--- config.mk ---
export PLATFORM = sky130hd
export DESIGN_NAME = jk_op_scheduler
export DESIGN_NICKNAME = d
export VERILOG_FILES = /design/src/rtl/jk_sched_pkg.sv /design/src/rtl/jk_rr_arbiter.sv /design/src/rtl/jk_op_scheduler.sv
export SDC_FILE = /design/constraint.sdc
export NUM_CORES = 1
export LEC_CHECK = 0
export CORE_ASPECT_RATIO = 1.4
export CORE_MARGIN = 2
export CORE_UTILIZATION = 32
export CTS_CLUSTER_SIZE = 40
export DETAILED_ROUTE_END_ITERATION = 7
export PLACE_DENSITY_LB_ADDON = 0.2
export SLEW_MARGIN = 15
export SYNTH_ARGS = -nofsm -noshare
export SYNTH_HDL_FRONTEND = slang
export SYNTH_SLANG_ARGS = --single-unit
export TNS_END_PERCENT = 20
--- constraint.sdc ---
create_clock -name clk -period 4.9 [get_ports clk]
set_clock_uncertainty 0.15 [all_clocks]
set_input_delay 0.98 -clock clk [delete_from_list [all_inputs] [get_ports clk]]
set_output_delay 0.98 -clock clk [all_outputs]
set_load 0.01 [all_outputs]
--- src/rtl/jk_sched_pkg.sv ---
// Shared types for the JK flip-flop op scheduler: op encoding, FSM states and
// the reference next-state function used by the optional scoreboard.
package jk_sched_pkg;

  // J = op[1], K = op[0]
  typedef enum logic [1:0] {
    HOLD   = 2'b00,
    RESET  = 2'b01,
    SET    = 2'b10,
    TOGGLE = 2'b11
  } jk_op_e;

  typedef enum logic [1:0] {
    StIdle,
    StDrive,
    StSample,
    StResp
  } sched_state_e;

  function automatic logic jk_next_q(input jk_op_e op, input logic q);
    logic nq;
    nq = q;
    unique case (op)
      HOLD:    nq = q;
      RESET:   nq = 1'b0;
      SET:     nq = 1'b1;
      TOGGLE:  nq = ~q;
      default: nq = q;
    endcase
    return nq;
  endfunction

endpackage

--- src/rtl/jk_rr_arbiter.sv ---
// Combinational round-robin arbiter: grants the first requester at or after ptr,
// searching cyclically. The pointer itself lives in the caller.
module jk_rr_arbiter #(
  parameter int unsigned NUM_REQ = 4,
  parameter int unsigned ID_W    = $clog2(NUM_REQ)
) (
  input  logic [NUM_REQ-1:0] req,
  input  logic [ID_W-1:0]    ptr,
  input  logic               en,
  output logic [NUM_REQ-1:0] grant,
  output logic [ID_W-1:0]    grant_id,
  output logic               any
);

  always_comb begin
    logic [ID_W-1:0] idx;
    grant    = '0;
    grant_id = '0;
    any      = 1'b0;
    idx      = '0;
    for (int unsigned off = 0; off < NUM_REQ; off++) begin
      idx = ID_W'((32'(ptr) + off) % NUM_REQ);
      if (en && !any && req[idx]) begin
        grant[idx] = 1'b1;
        grant_id   = idx;
        any        = 1'b1;
      end
    end
  end

endmodule

--- src/rtl/jk_op_scheduler.sv ---
// Time-shares one JK flip-flop between NUM_REQ requesters (IDLE->DRIVE->SAMPLE->RESP).
// Define JK_SCBD_EN to enable the Q/Qn reference-model scoreboard.
module jk_op_scheduler
  import jk_sched_pkg::*;
#(
  parameter int unsigned NUM_REQ   = 4,
  parameter int unsigned ID_W      = $clog2(NUM_REQ),
  parameter int unsigned ERR_CNT_W = 8
) (
  input  logic                 clk,
  input  logic                 reset,
  input  logic [NUM_REQ-1:0]   req_valid,
  input  logic [2*NUM_REQ-1:0] req_op,
  output logic [NUM_REQ-1:0]   req_ready,
  output logic                 rsp_valid,
  input  logic                 rsp_ready,
  output logic [ID_W-1:0]      rsp_id,
  output logic [1:0]           rsp_op,
  output logic                 rsp_q,
  output logic                 rsp_err,
  output logic [ERR_CNT_W-1:0] err_cnt,
  output logic                 busy,
  output logic                 jk_j,
  output logic                 jk_k,
  output logic                 jk_reset,
  input  logic                 jk_q,
  input  logic                 jk_qn
);

  sched_state_e    state_q;
  logic [ID_W-1:0] rr_ptr_q;
  logic [ID_W-1:0] grant_id;
  logic            grant_any;
  logic            arb_en;
  logic [1:0]      op_sel;

  // No grants while the flop itself is still held in reset.
  assign arb_en = (state_q == StIdle) && !jk_reset;

  jk_rr_arbiter #(
    .NUM_REQ (NUM_REQ),
    .ID_W    (ID_W)
  ) u_arb (
    .req      (req_valid),
    .ptr      (rr_ptr_q),
    .en       (arb_en),
    .grant    (req_ready),
    .grant_id (grant_id),
    .any      (grant_any)
  );

  assign op_sel = req_op[{grant_id, 1'b0} +: 2];
  assign busy   = (state_q != StIdle);

  always_ff @(posedge clk) begin
    if (reset) begin
      state_q   <= StIdle;
      rr_ptr_q  <= '0;
      jk_j      <= 1'b0;
      jk_k      <= 1'b0;
      jk_reset  <= 1'b1;
      rsp_valid <= 1'b0;
      rsp_id    <= '0;
      rsp_op    <= '0;
      rsp_q     <= 1'b0;
    end else begin
      jk_reset <= 1'b0;
      unique case (state_q)
        StIdle: begin
          if (grant_any) begin
            rsp_id   <= grant_id;
            rsp_op   <= op_sel;
            jk_j     <= op_sel[1];
            jk_k     <= op_sel[0];
            rr_ptr_q <= (grant_id == ID_W'(NUM_REQ - 1)) ? '0 : grant_id + 1'b1;
            state_q  <= StDrive;
          end
        end
        StDrive: begin
          // Flop captures J/K at the edge closing this cycle.
          jk_j    <= 1'b0;
          jk_k    <= 1'b0;
          state_q <= StSample;
        end
        StSample: begin
          rsp_q     <= jk_q;
          rsp_valid <= 1'b1;
          state_q   <= StResp;
        end
        StResp: begin
          if (rsp_ready) begin
            rsp_valid <= 1'b0;
            state_q   <= StIdle;
          end
        end
        default: state_q <= StIdle;
      endcase
    end
  end

`ifdef JK_SCBD_EN
  logic model_q;
  logic sample_err;

  // model_q already holds the post-op value by the time SAMPLE runs.
  assign sample_err = (jk_q != model_q) | (jk_qn != ~jk_q);

  always_ff @(posedge clk) begin
    if (reset) begin
      model_q <= 1'b0;
      rsp_err <= 1'b0;
      err_cnt <= '0;
    end else begin
      if (state_q == StDrive) begin
        model_q <= jk_next_q(jk_op_e'(rsp_op), model_q);
      end
      if (state_q == StSample) begin
        rsp_err <= sample_err;
        if (sample_err && (err_cnt != '1)) begin
          err_cnt <= err_cnt + 1'b1;
        end
      end
    end
  end
`else
  logic unused_qn;
  assign unused_qn = jk_qn;
  assign rsp_err   = 1'b0;
  assign err_cnt   = '0;
`endif

endmodule

## Yosys cells after proc, flatten, opt, wreduce, memory -nomap -nowiden

Cells that the tools add are included.

| storage, ports and cells | value |
|---|---|
| register bits | 13 |
| latch bits | 0 |
| RAM bits | 0 |
| memory bits (read-only) | 0 |
| input port bits | 17 |
| output and inout bits | 23 |
| logic and storage cells | 94 |
| memories | 0 |

| operators by class | value |
|---|---|
| $add $sub $neg | 4 |
| multiply operators | 0 |
| div/mod/pow operators | 0 |
| order comparisons | 8 |
| equal/unequal tests | 6 |
| shift-type cells | 1 |
| mux-type cells | 39 |
| bitwise operators | 3 |
| reduce and logical (&&, ||, !) cells | 24 |

Operator list:

| kind | count |
|---|---|
| $mux W1 | 16 |
| $mux W4 | 4 |
| $mux W2 | 7 |
| $logic_and A1 B1 Y1 | 12 |
| $lt A2 B3 Y1 const B | 4 |
| $or A4 B4 Y4 | 3 |
| $bmux W1 S2 | 4 |
| $demux W1 S2 | 4 |
| $ge A2 B1 Y1 const B | 4 |
| $pmux W2 S4 | 1 |
| $reduce_and A2 Y1 | 4 |
| $shiftx A8 B4 Y2 | 1 |
| $eq A2 B2 Y1 const B | 3 |
| $pmux W1 S2 | 3 |
| $reduce_bool A2 Y1 | 3 |
| $add A2 B1 Y2 const B | 2 |
| $add A2 B2 Y2 const B | 2 |
| $logic_not A1 Y1 | 4 |
| $ne A2 B2 Y1 const B | 2 |
| $eq A2 B1 Y1 const B | 1 |
| $logic_not A2 Y1 | 1 |

## Depth between registers and ports, before layout

Gate-level depths: netlist (run 1).

| depth | value |
|---|---|
| word-level depth | 19 |
| depth in mapped cells | 10 |
| gate-level depth less buffers | 8 |

## By module

A second synthesis (run 1) with hierarchy kept.

| second synthesis, totals | value |
|---|---|
| cells, all modules | 142 |
| area total of the unflattened synthesis | 1,260.0 um^2 |

Modules (own cells, without submodules):

| module | instances | cells each | area each (um^2) | sequential area each (um^2) |
|---|---|---|---|---|
| jk_op_scheduler | 1 | 76 | 710.7 | 260.2 |
| jk_rr_arbiter | 1 | 66 | 549.3 | 0.0 |

## Least setup slack after synthesis (run 1)

Ideal clock, no wire load.

| timing | value |
|---|---|
| path type | input port to output port |
| start | in req_valid[3] |
| end | out req_ready[2] |
| data arrival time | 2,271 ps |
| required time | 3,770 ps |
| path slack | 1,499 ps |
| stages | 7 |
| buffers on the path | 1 |
| cells stage by stage | clkbuf_1 mux2_2 o2bb2ai_1 nor2b_1 and2_1 a222oi_1 nand2_1 |

| between the ends | value |
|---|---|
| word-level cells in the longest chain between the ends | 16 |
| elaborated cells on any way between the ends | 28 |
| those cells by class | mux: 15; bitwise: 3; reduce/logical: 10 |

Ends and longest elaborated chain:

| what | RTL line | text |
|---|---|---|
| start: declaration | jk_op_scheduler.sv:12 | `input logic [NUM_REQ-1:0] req_valid,` |
| $bmux W1 S2 | jk_rr_arbiter.sv:23 | `if (en && !any && req[idx]) begin` |
| $mux W1 (not written as such) | jk_rr_arbiter.sv:23 |  |
| $logic_and A1 B1 Y1 | jk_rr_arbiter.sv:23 |  |
| $mux W1 | jk_rr_arbiter.sv:23 |  |
| $logic_not A1 Y1 | jk_rr_arbiter.sv:23 |  |
| $logic_and A1 B1 Y1 (2 in a row) | jk_rr_arbiter.sv:23 |  |
| $mux W1 | jk_rr_arbiter.sv:23 |  |
| $logic_not A1 Y1 | jk_rr_arbiter.sv:23 |  |
| $logic_and A1 B1 Y1 (2 in a row) | jk_rr_arbiter.sv:23 |  |
| $mux W1 | jk_rr_arbiter.sv:23 |  |
| $logic_not A1 Y1 | jk_rr_arbiter.sv:23 |  |
| $logic_and A1 B1 Y1 (2 in a row) | jk_rr_arbiter.sv:23 |  |
| $mux W4 (*) | jk_rr_arbiter.sv:23 |  |
| end: declaration | jk_op_scheduler.sv:14 | `output logic [NUM_REQ-1:0] req_ready,` |

Mark *: on every way between the ends. The rest lies on a longest branch, timed or not. The select of a mux whose other input is x is not followed.

## Worst setup path in the final report (run 1)

| timing | value |
|---|---|
| start | in req_valid[3] |
| end | out req_ready[3] |

The elaborated chain is that of the path after synthesis.

==> results.cfg, run 1 <==
[clocking]
cts_setup_buffers = 0
path_clk_slew_ns = 0.05
cts_tree = built
clkSinkCount = 13
cts_buffers = 3
clock_path_buffers = 2
clk_latency_ns = 0.24
h-tree-depth = 1
cts_resized = 0
cts-root-buf = clkbuf_8
cts_hold_buf = 0

[drt]
drt-total-wl_mm = 3.02
viasPerCell = 5.46
num_vias = 1174
avgRoutedWirePerCell_um = 14.0
final_antenna_net_count = 0
drcViolationCount = 0
dr.pass1.iters = 7
drtIter0Drc = 56

[global_route]
overflow = 0
grt_pass1_vias = 1146
grt_max_degree = 16
grt_pass1_wl_mm = 5.13
grt_usage = 0.140
antenna_found_initial = 0

[logic_synthesis]
synth-main-ff-cell = dfxtp_1
synthArstFlopShare = 0
synth_area_um2 = 1250
seq_area_frac_synth = 0.208
synth_edf_count = 0
avgSynthCellArea_um2 = 8.58
synth_cell_types = 45
syn_inst = 146
ys_ff_latch = 13
yosysWarningCount = 0

[placement]
portBuffers = 29
place_congestion = 0.837
post_dp_cell_area_um2 = 1530
dp_hpwl_mm = 2.28

[pwr]
vdd_drop_max_mv = 0.290
power.leakage_nw = 0.618
power_density_nw_per_um2 = 563

[floorplan]
fp.dieW_um = 56.9
placementRows = 26
core_area_um2 = 3710
start_util = 0.338
die_height_um = 78.0
ios = 40
fp.dieArea_um2 = 4440

[timing]
whs_ns = 0.309
maxSlewHeadroom = 0.622
fmax_mhz = 217
fin_crit_sh = 0.941
rsz0062_at_grt = no
layout_min_cycle_time_ns = 4.61
fin_setup_tns_ns = 0
slew_viol_final = 0
hold_violations = 0
tightestPinTransition_ns = 0.561
setup_viol = 0

[worst_setup_path]
cpMaxStageDelayCell = clkdlybuf4s50_1
end_kind = output port
worst_path_most_repeated_cell = clkdlybuf4s50_1
crit_type = input port to output port
worstPathRequired_ns = 3.77
critical_path.top_delay_family = buffers and inverters
start_kind = input port
path_buf_inv = 2
cp.arrival_ns = 3.48
cp_max_fo = 12
path_cells = clkdlybuf4s50_1, mux2_2, o2bb2ai_1, nor2b_1, and2_1, a222oi_1, nand2_1, clkdlybuf4s50_1
cpPeakStageDelay_ns = 0.58

[min_path]
min_path_type = register to register

[final_layout]
antenna_cells = 0
seq_area_um2 = 260
utilization = 0.425
nets = 200
syn_to_final_growth_pct = 26.0
multiInputGateArea_um2 = 896
layout-drive-gt1-share = 0.0983
layout_common_cells = 29 x clkdlybuf4s50_1, 14 x nand2_1, 13 x dfxtp_1, 11 x nor2_1, 10 x a21oi_1
mostFrequentLayoutCell = clkdlybuf4s50_1
n_fill_cell = 393
design_area_um2 = 1580

[flow_run]
max_cap_violations = 0

[run_status]
outcome = finished clean
report_power, final:
| part | switching [W] | internal [W] | leakage (nW) |
|---|---|---|---|
| registers | 0.0000352 | 0.000148 | 0.107 |
| clock network | 0.0000398 | 0.0000575 | 0.0228 |
| logic | 0.000321 | 0.000285 | 0.488 |
| total | 0.000396 | 0.000491 | 0.618 |
sequential cells by signal, indices dropped and copies added (netlist names):
name       count
rsp_op         2
state_q        2
rsp_valid      1
jk_k           1
jk_j           1
rr_ptr_q       2
rsp_q          1
rsp_id         2
jk_reset       1
Yosys cell counts (2+ instances only):
cell type   n  area [um^2]
a211oi_1    2         15.0
inv_1       5         18.8
buf_4      10         75.1
mux2_2      2         22.5
clkbuf_1    3         11.3
nand2_1    14         52.6
mux2i_1     5         50.1
buf_2       2         10.0
nor2b_1     6         37.5
mux4_2      3         67.6
o221ai_1    2         17.5
a21oi_2     2         17.5
a221oi_2    2         30.0
o211ai_1    4         30.0
and2_1      3         18.8
dfxtp_1    13          260
nor3b_1     5         37.5
ha_1        9          113
nor2_1     11         41.3
a222oi_1    4         40.0
o21a_1      3         22.5
nand3b_1    2         15.0
o21ai_0     3         15.0
a21oi_1    10         50.1
stage by stage:
stage	power, W	setup WS (ns)	instances
2_1_floorplan	0.000611	1.50	154
3_3_place_gp	0.000776	0.390	211
3_5_place_dp	0.000788	0.367	211
4_1_cts	0.000890	0.342	215
5_1_grt	0.000963	0.153	215
6_report	0.000888	0.287	215
worst register-to-register path: cells and delay by family (launching register included):
family / cells / cell delay (ns)
compound gates: 1 / 0.09
fa+ha+maj: 1 / 0.55
mux: 2 / 0.76
buf+inv: 1 / 0.22
flops: 1 / 0.51
simple gates: 3 / 0.78
layer usage:
metal | GRT usage | share of wire
met5 | 0 | 0
met4 | 0.0512 | 0.0063
met3 | 0.0214 | 0.056
met2 | 0.244 | 0.51
met1 | 0.172 | 0.43
path summary, 6_finish.rpt:
kind	end	slack, ns	from	cells past startpoint
max	req_ready[3]	0.29	req_valid[3]	8
min	rsp_id[1]	0.31	rsp_id[1]	2
max reg2reg	state_q[1]	1.70	rr_ptr_q[1]	8
min reg2reg	rsp_id[1]	0.31	rsp_id[1]	2
cells by family (layout without fill, tap and decap cells):
| group | Yosys count | after routing | synth area share |
|---|---|---|---|
| multiplexers | 11 | 11 | 0.133 |
| AND/OR/NAND/NOR | 49 | 49 | 0.212 |
| adder cells (fa/ha/maj) | 9 | 9 | 0.0899 |
| AO/OA/AOI/OAI | 42 | 42 | 0.254 |
| other | 1 | 9 | 0.00299 |
| flip-flops | 13 | 13 | 0.208 |
| buffers and inverters | 21 | 40 | 0.101 |
cell type report:
type / count / share of cell area
Tap cell: 42 / 0.0333
Multi-Input combinational cell: 120 / 0.568
Inverter: 5 / 0.0119
Clock buffer: 4 / 0.0285
Sequential cell: 13 / 0.165
Timing Repair Buffer: 31 / 0.193
Power figures use the tool's default switching activity.
==> run 2: changes to the inputs <==
--- a/config.mk
+++ b/config.mk
@@ -7,8 +7,7 @@
 export LEC_CHECK = 0
 export CORE_ASPECT_RATIO = 1.4
 export CORE_MARGIN = 2
-export CORE_UTILIZATION = 32
-export CTS_CLUSTER_SIZE = 40
+export CORE_UTILIZATION = 39
 export DETAILED_ROUTE_END_ITERATION = 7
 export PLACE_DENSITY_LB_ADDON = 0.2
 export SLEW_MARGIN = 15
==> results.cfg, run 2 (synthesis results as in run 1) <==
[run_status]
outcome = finished clean

[worst_setup_path]
worst-r2r-cell-count = 8
worstPathRequired_ns = 3.77
path_cells = clkdlybuf4s50_1, mux2_2, o2bb2ai_1, nor2b_1, and2_1, a222oi_1, nand2_1, clkdlybuf4s50_1
end_kind = output port
cp.arrival_ns = 3.46
cp_max_fo = 12
worst_path_most_repeated_cell = clkdlybuf4s50_1
crit_type = input port to output port
cpPeakStageDelay_ns = 0.57
cpMaxStageDelayCell = clkdlybuf4s50_1
start_kind = input port

[drt]
dr.pass1.iters = 5
drt-total-wl_mm = 2.93
avgRoutedWirePerCell_um = 13.8
final_antenna_net_count = 0
num_vias = 1150
viasPerCell = 5.42
drcViolationCount = 0
drtIter0Drc = 32

[global_route]
overflow = 0
grt_pass1_vias = 1216
grt_max_degree = 16
grt_pass1_wl_mm = 5.11
antenna_found_initial = 0
grt_usage = 0.177

[timing]
rsz0062_at_grt = no
layout_min_cycle_time_ns = 4.59
fin_setup_tns_ns = 0
fin_crit_sh = 0.936
slew_viol_final = 0
worst_slack_ns = 0.315
maxSlewHeadroom = 0.577
setup_viol = 0
whs_ns = 0.305
tightestPinTransition_ns = 0.628
fmax_mhz = 218
hold_violations = 0

[final_layout]
fin_cells = 212
design_area_um2 = 1570
syn_to_final_growth_pct = 25.7
layout_common_cells = 29 x clkdlybuf4s50_1, 14 x nand2_1, 13 x dfxtp_1, 11 x nor2_1, 10 x a21oi_1
layout-drive-gt1-share = 0.0983
nets = 200
antenna_cells = 0
mostFrequentLayoutCell = clkdlybuf4s50_1
n_fill_cell = 303

[placement]
place_congestion = 0.794
post-place-ws_ns = 0.367
dp_hpwl_mm = 2.39
post_dp_cell_area_um2 = 1530
portBuffers = 29
numPlacedInstances = 208

[floorplan]
start_util = 0.405
die_height_um = 71.1
fp.dieW_um = 51.9
fp.dieArea_um2 = 3690
core_area_um2 = 3090
ios = 40
placementRows = 24

[pwr]
vdd_drop_max_mv = 0.347
power.leakage_nw = 0.618
power_density_nw_per_um2 = 563

[min_path]
min_path_type = register to register
hold_path_depth = 2

[clocking]
cts_setup_buffers = 0
path_clk_slew_ns = 0.05
clk_latency_ns = 0.24
cts_tree = built
h-tree-depth = 1
cts_buffers = 3
clock_path_buffers = 2
cts-root-buf = clkbuf_8
cts_resized = 0
cts_hold_buf = 0
clkSinkCount = 13

[flow_run]
max_cap_violations = 0
==> run 2: final cells by class <==
| class | instances | area, um^2 | area share |
|---|---|---|---|
| clock buffers | 4 | 45.0 | 0.0286 |
| inverters | 5 | 18.8 | 0.0119 |
| multi-input cells | 120 | 896 | 0.569 |
| flip-flops and latches | 13 | 260 | 0.165 |
| well taps | 39 | 48.8 | 0.0310 |
| repair buffers | 31 | 305 | 0.194 |
==> run 2: routing by layer <==
layer / track usage / part of all wire / vias up
li1: - / - / 577
met1: 0.194 / 0.41 / 545
met2: 0.331 / 0.55 / 26
met3: 0.0338 / 0.037 / 2
met4: 0.0526 / 0.0072 / 0
met5: 0 / 0 / -
==> run 2: stage by stage <==
stage,utilization,power [W]
floorplan,-,0.000611
global placement,0.494,0.000775
detailed placement,0.494,0.000796
CTS,0.509,0.000894
global route,0.509,0.000963
finish,0.509,0.000886
==> run 2: power by group <==
part | switching, W | internal, W | leakage [nW]
Clock | 0.0000357 | 0.0000573 | 0.0228
Sequential | 0.0000337 | 0.000148 | 0.107
Combinational | 0.000324 | 0.000286 | 0.488
==> run 2: critical path: cells and delay by family <==
family          cells  cell delay [ns]
buf+inv             2             1.10
compound gates      2             0.37
simple gates        3             0.63
mux                 1             0.37
==> run 2: worst paths after layout <==
path / from / endpoint / slack, ns
max: req_valid[3] / req_ready[1] / 0.31
min: rsp_id[1] / rsp_id[1] / 0.31
max reg2reg: rr_ptr_q[1] / rsp_op[0] / 1.70
min reg2reg: rsp_id[1] / rsp_id[1] / 0.31
==> run 3: changes to the inputs <==
--- a/config.mk
+++ b/config.mk
@@ -5,6 +5,7 @@
 export SDC_FILE = /design/constraint.sdc
 export NUM_CORES = 1
 export LEC_CHECK = 0
+export ABC_AREA = 1
 export CORE_ASPECT_RATIO = 1.4
 export CORE_MARGIN = 2
 export CORE_UTILIZATION = 39
==> results.cfg, run 3 <==
[drt]
dr.pass1.iters = 4
final_antenna_net_count = 0
drt-total-wl_mm = 2.73
drcViolationCount = 0
drtIter0Drc = 25
num_vias = 1203
viasPerCell = 4.89
avgRoutedWirePerCell_um = 11.1

[pwr]
power.leakage_nw = 0.752
power_frac_comb = 0.694
switching_power_w = 0.000435
p_int_w = 0.000435
p_clk_frac = 0.108
switching_share = 0.500
vdd_drop_max_mv = 0.368
seqPwrFrac = 0.199
power_density_nw_per_um2 = 552

[global_route]
antenna_found_initial = 0
gr-usage-met2 = 0.329
grt_usage = 0.170
grt_pass1_wl_mm = 4.89
overflow = 0
grt_max_degree = 10
grt.met3_usage = 0.0148
grt.busiest_layer = met2
grt_pass1_vias = 1262
met1_usage = 0.164

[clocking]
cts_hold_buf = 0
cts_setup_buffers = 0
clkSinkCount = 13
path_clk_slew_ns = 0.05
cts_resized = 0
h-tree-depth = 1
clock_path_buffers = 2
cts_buffers = 3
cts-root-buf = clkbuf_8
clk_latency_ns = 0.24
cts_tree = built

[final_layout]
syn_to_final_growth_pct = 27.8
design_area_um2 = 1580
layout-drive-gt1-share = 0.164
antenna_cells = 0
layout_common_cells = 34 x nand2_1, 29 x clkdlybuf4s50_1, 25 x inv_1, 17 x nand3_1, 13 x dfxtp_1
nets = 234
mostFrequentLayoutCell = nand2_1

[worst_setup_path]
startpoint = req_valid[0]
worstPathRequired_ns = 3.77
crit_end = req_ready[3]
r2r_end = rsp_op[1]
crit_type = input port to output port
start_kind = input port
cp_max_fo = 5
r2r_slack_ns = 2.23
worst-r2r-cell-count = 14
cp.arrival_ns = 2.95
end_kind = output port
r2r-start = rr_ptr_q[1]

[logic_synthesis]
synth_top_family_by_area = simple AND/OR/NAND/NOR gates
synth_top_area_share = 0.211
yosys.area_share.simple = 0.401
synth_top_cells_by_count = 34 x nand2_1, 25 x inv_1, 17 x nand3_1
synthArstFlopShare = 0
seq_area_frac_synth = 0.211
synth_fa_ha_area_frac = 0.0912
avgSynthCellArea_um2 = 7.02
yosys.area_share.xor_xnor = 0
synthMuxAreaShare = 0
synth_top_cells_by_area = dfxtp_1 21%, nand2_1 10%, ha_1 9.1%, inv_1 7.6%, nand3_1 6.9%
synth-main-ff-cell = dfxtp_1
yosysTopAreaCell = dfxtp_1
ys_ff_latch = 13
yosysWarningCount = 0
yosysMostFrequentCell = nand2_1
synth_edf_count = 0
synth_compound_area_frac = 0.146
synth_area_um2 = 1230
syn_inst = 176
synth_cell_types = 31

[timing]
hold_violations = 0
setup_viol = 0
slew_viol_final = 0
layout_min_cycle_time_ns = 4.08
fin_setup_tns_ns = 0
fmax_mhz = 245
fin_crit_sh = 0.833
rsz0062_at_grt = no

[floorplan]
core_area_um2 = 3060
placementRows = 24
start_util = 0.403
fp.dieW_um = 51.6
ios = 40
die_height_um = 70.6
fp.dieArea_um2 = 3640

[placement]
post_dp_cell_area_um2 = 1530
dp_hpwl_mm = 2.32
portBuffers = 29
place_congestion = 0.863

[min_path]
min_path_type = register to register
hold_path_depth = 2

[run_status]
outcome = finished clean

[flow_run]
max_cap_violations = 0
[run 3: cell count changes after synthesis, moves of 5 or more]
cell     before  now
inv_1         5   25
nand2_1      14   34
nand3_1       1   17
nand2_2       0   11
nor2_1       11    5
nor2b_1       6    0
mux2i_1       5    0
nor3b_1       5    0
[run 3: final cells by class]
class	count	area [um^2]
fill	318	1490
multi-input combinational	132	822
timing repair buffer	29	290
sequential	13	260
inverter	29	111
tap	39	48.8
clock buffer	4	45.0
[run 3: metal layers]
layer / share of wire / routed length (um)
met3: 0.023 / 64
met4: 0.027 / 73
met2: 0.58 / 1590
met5: 0 / 0
met1: 0.37 / 1010
[run 3: worst min path at each step]
stage | to | slack, ns | startpoint
final | jk_j | 0.32 | jk_j
after global routing | jk_j | 0.37 | jk_j
after CTS | jk_j | 0.32 | jk_j
after detailed placement | jk_j | 0.31 | jk_j
after global placement | jk_j | 0.31 | jk_j
after floorplan | jk_j | 0.34 | jk_j
[run 3: metrics by stage]
stage | std cells | power (W) | hold WS (ns) | util | worst slack (ns)
after CTS | 246 | 0.000881 | 0.321 | 0.515 | 0.818
after detailed placement | 242 | 0.000781 | 0.313 | 0.500 | 0.820
after floorplan | 184 | 0.000618 | 0.337 | - | 1.94
final | 246 | 0.000870 | 0.324 | 0.515 | 0.817
after global placement | 242 | 0.000767 | 0.309 | 0.500 | 0.865
after global routing | 246 | 0.000963 | 0.367 | 0.515 | 0.579
[run 3: critical path, stage by stage]
cell,delay (ns)
clkdlybuf4s50_1,0.50
nand2_1,0.10
nand3_1,0.12
nand2_1,0.09
nor2_4,0.16
nand4_1,0.20
o21ai_0,0.23
clkdlybuf4s50_1,0.57
[run 3: kinds of logic (layout without fill, tap and decap cells)]
group,count (synthesis),after routing
AND/OR/NAND/NOR,84,84
AO/OA/AOI/OAI,30,30
flip-flops,13,13
adder cells (fa/ha/maj),9,9
buffers and inverters,39,62
other,1,9
[run 3: power by group through the flow]
stage	combinational, W	clock, W	sequential [W]
after global routing	0.000685	0.000101	0.000177
after CTS	0.000611	0.0000976	0.000172
after global placement	0.000594	0	0.000173
final	0.000604	0.0000936	0.000173
after detailed placement	0.000607	0	0.000174
after floorplan	0.000440	0	0.000177
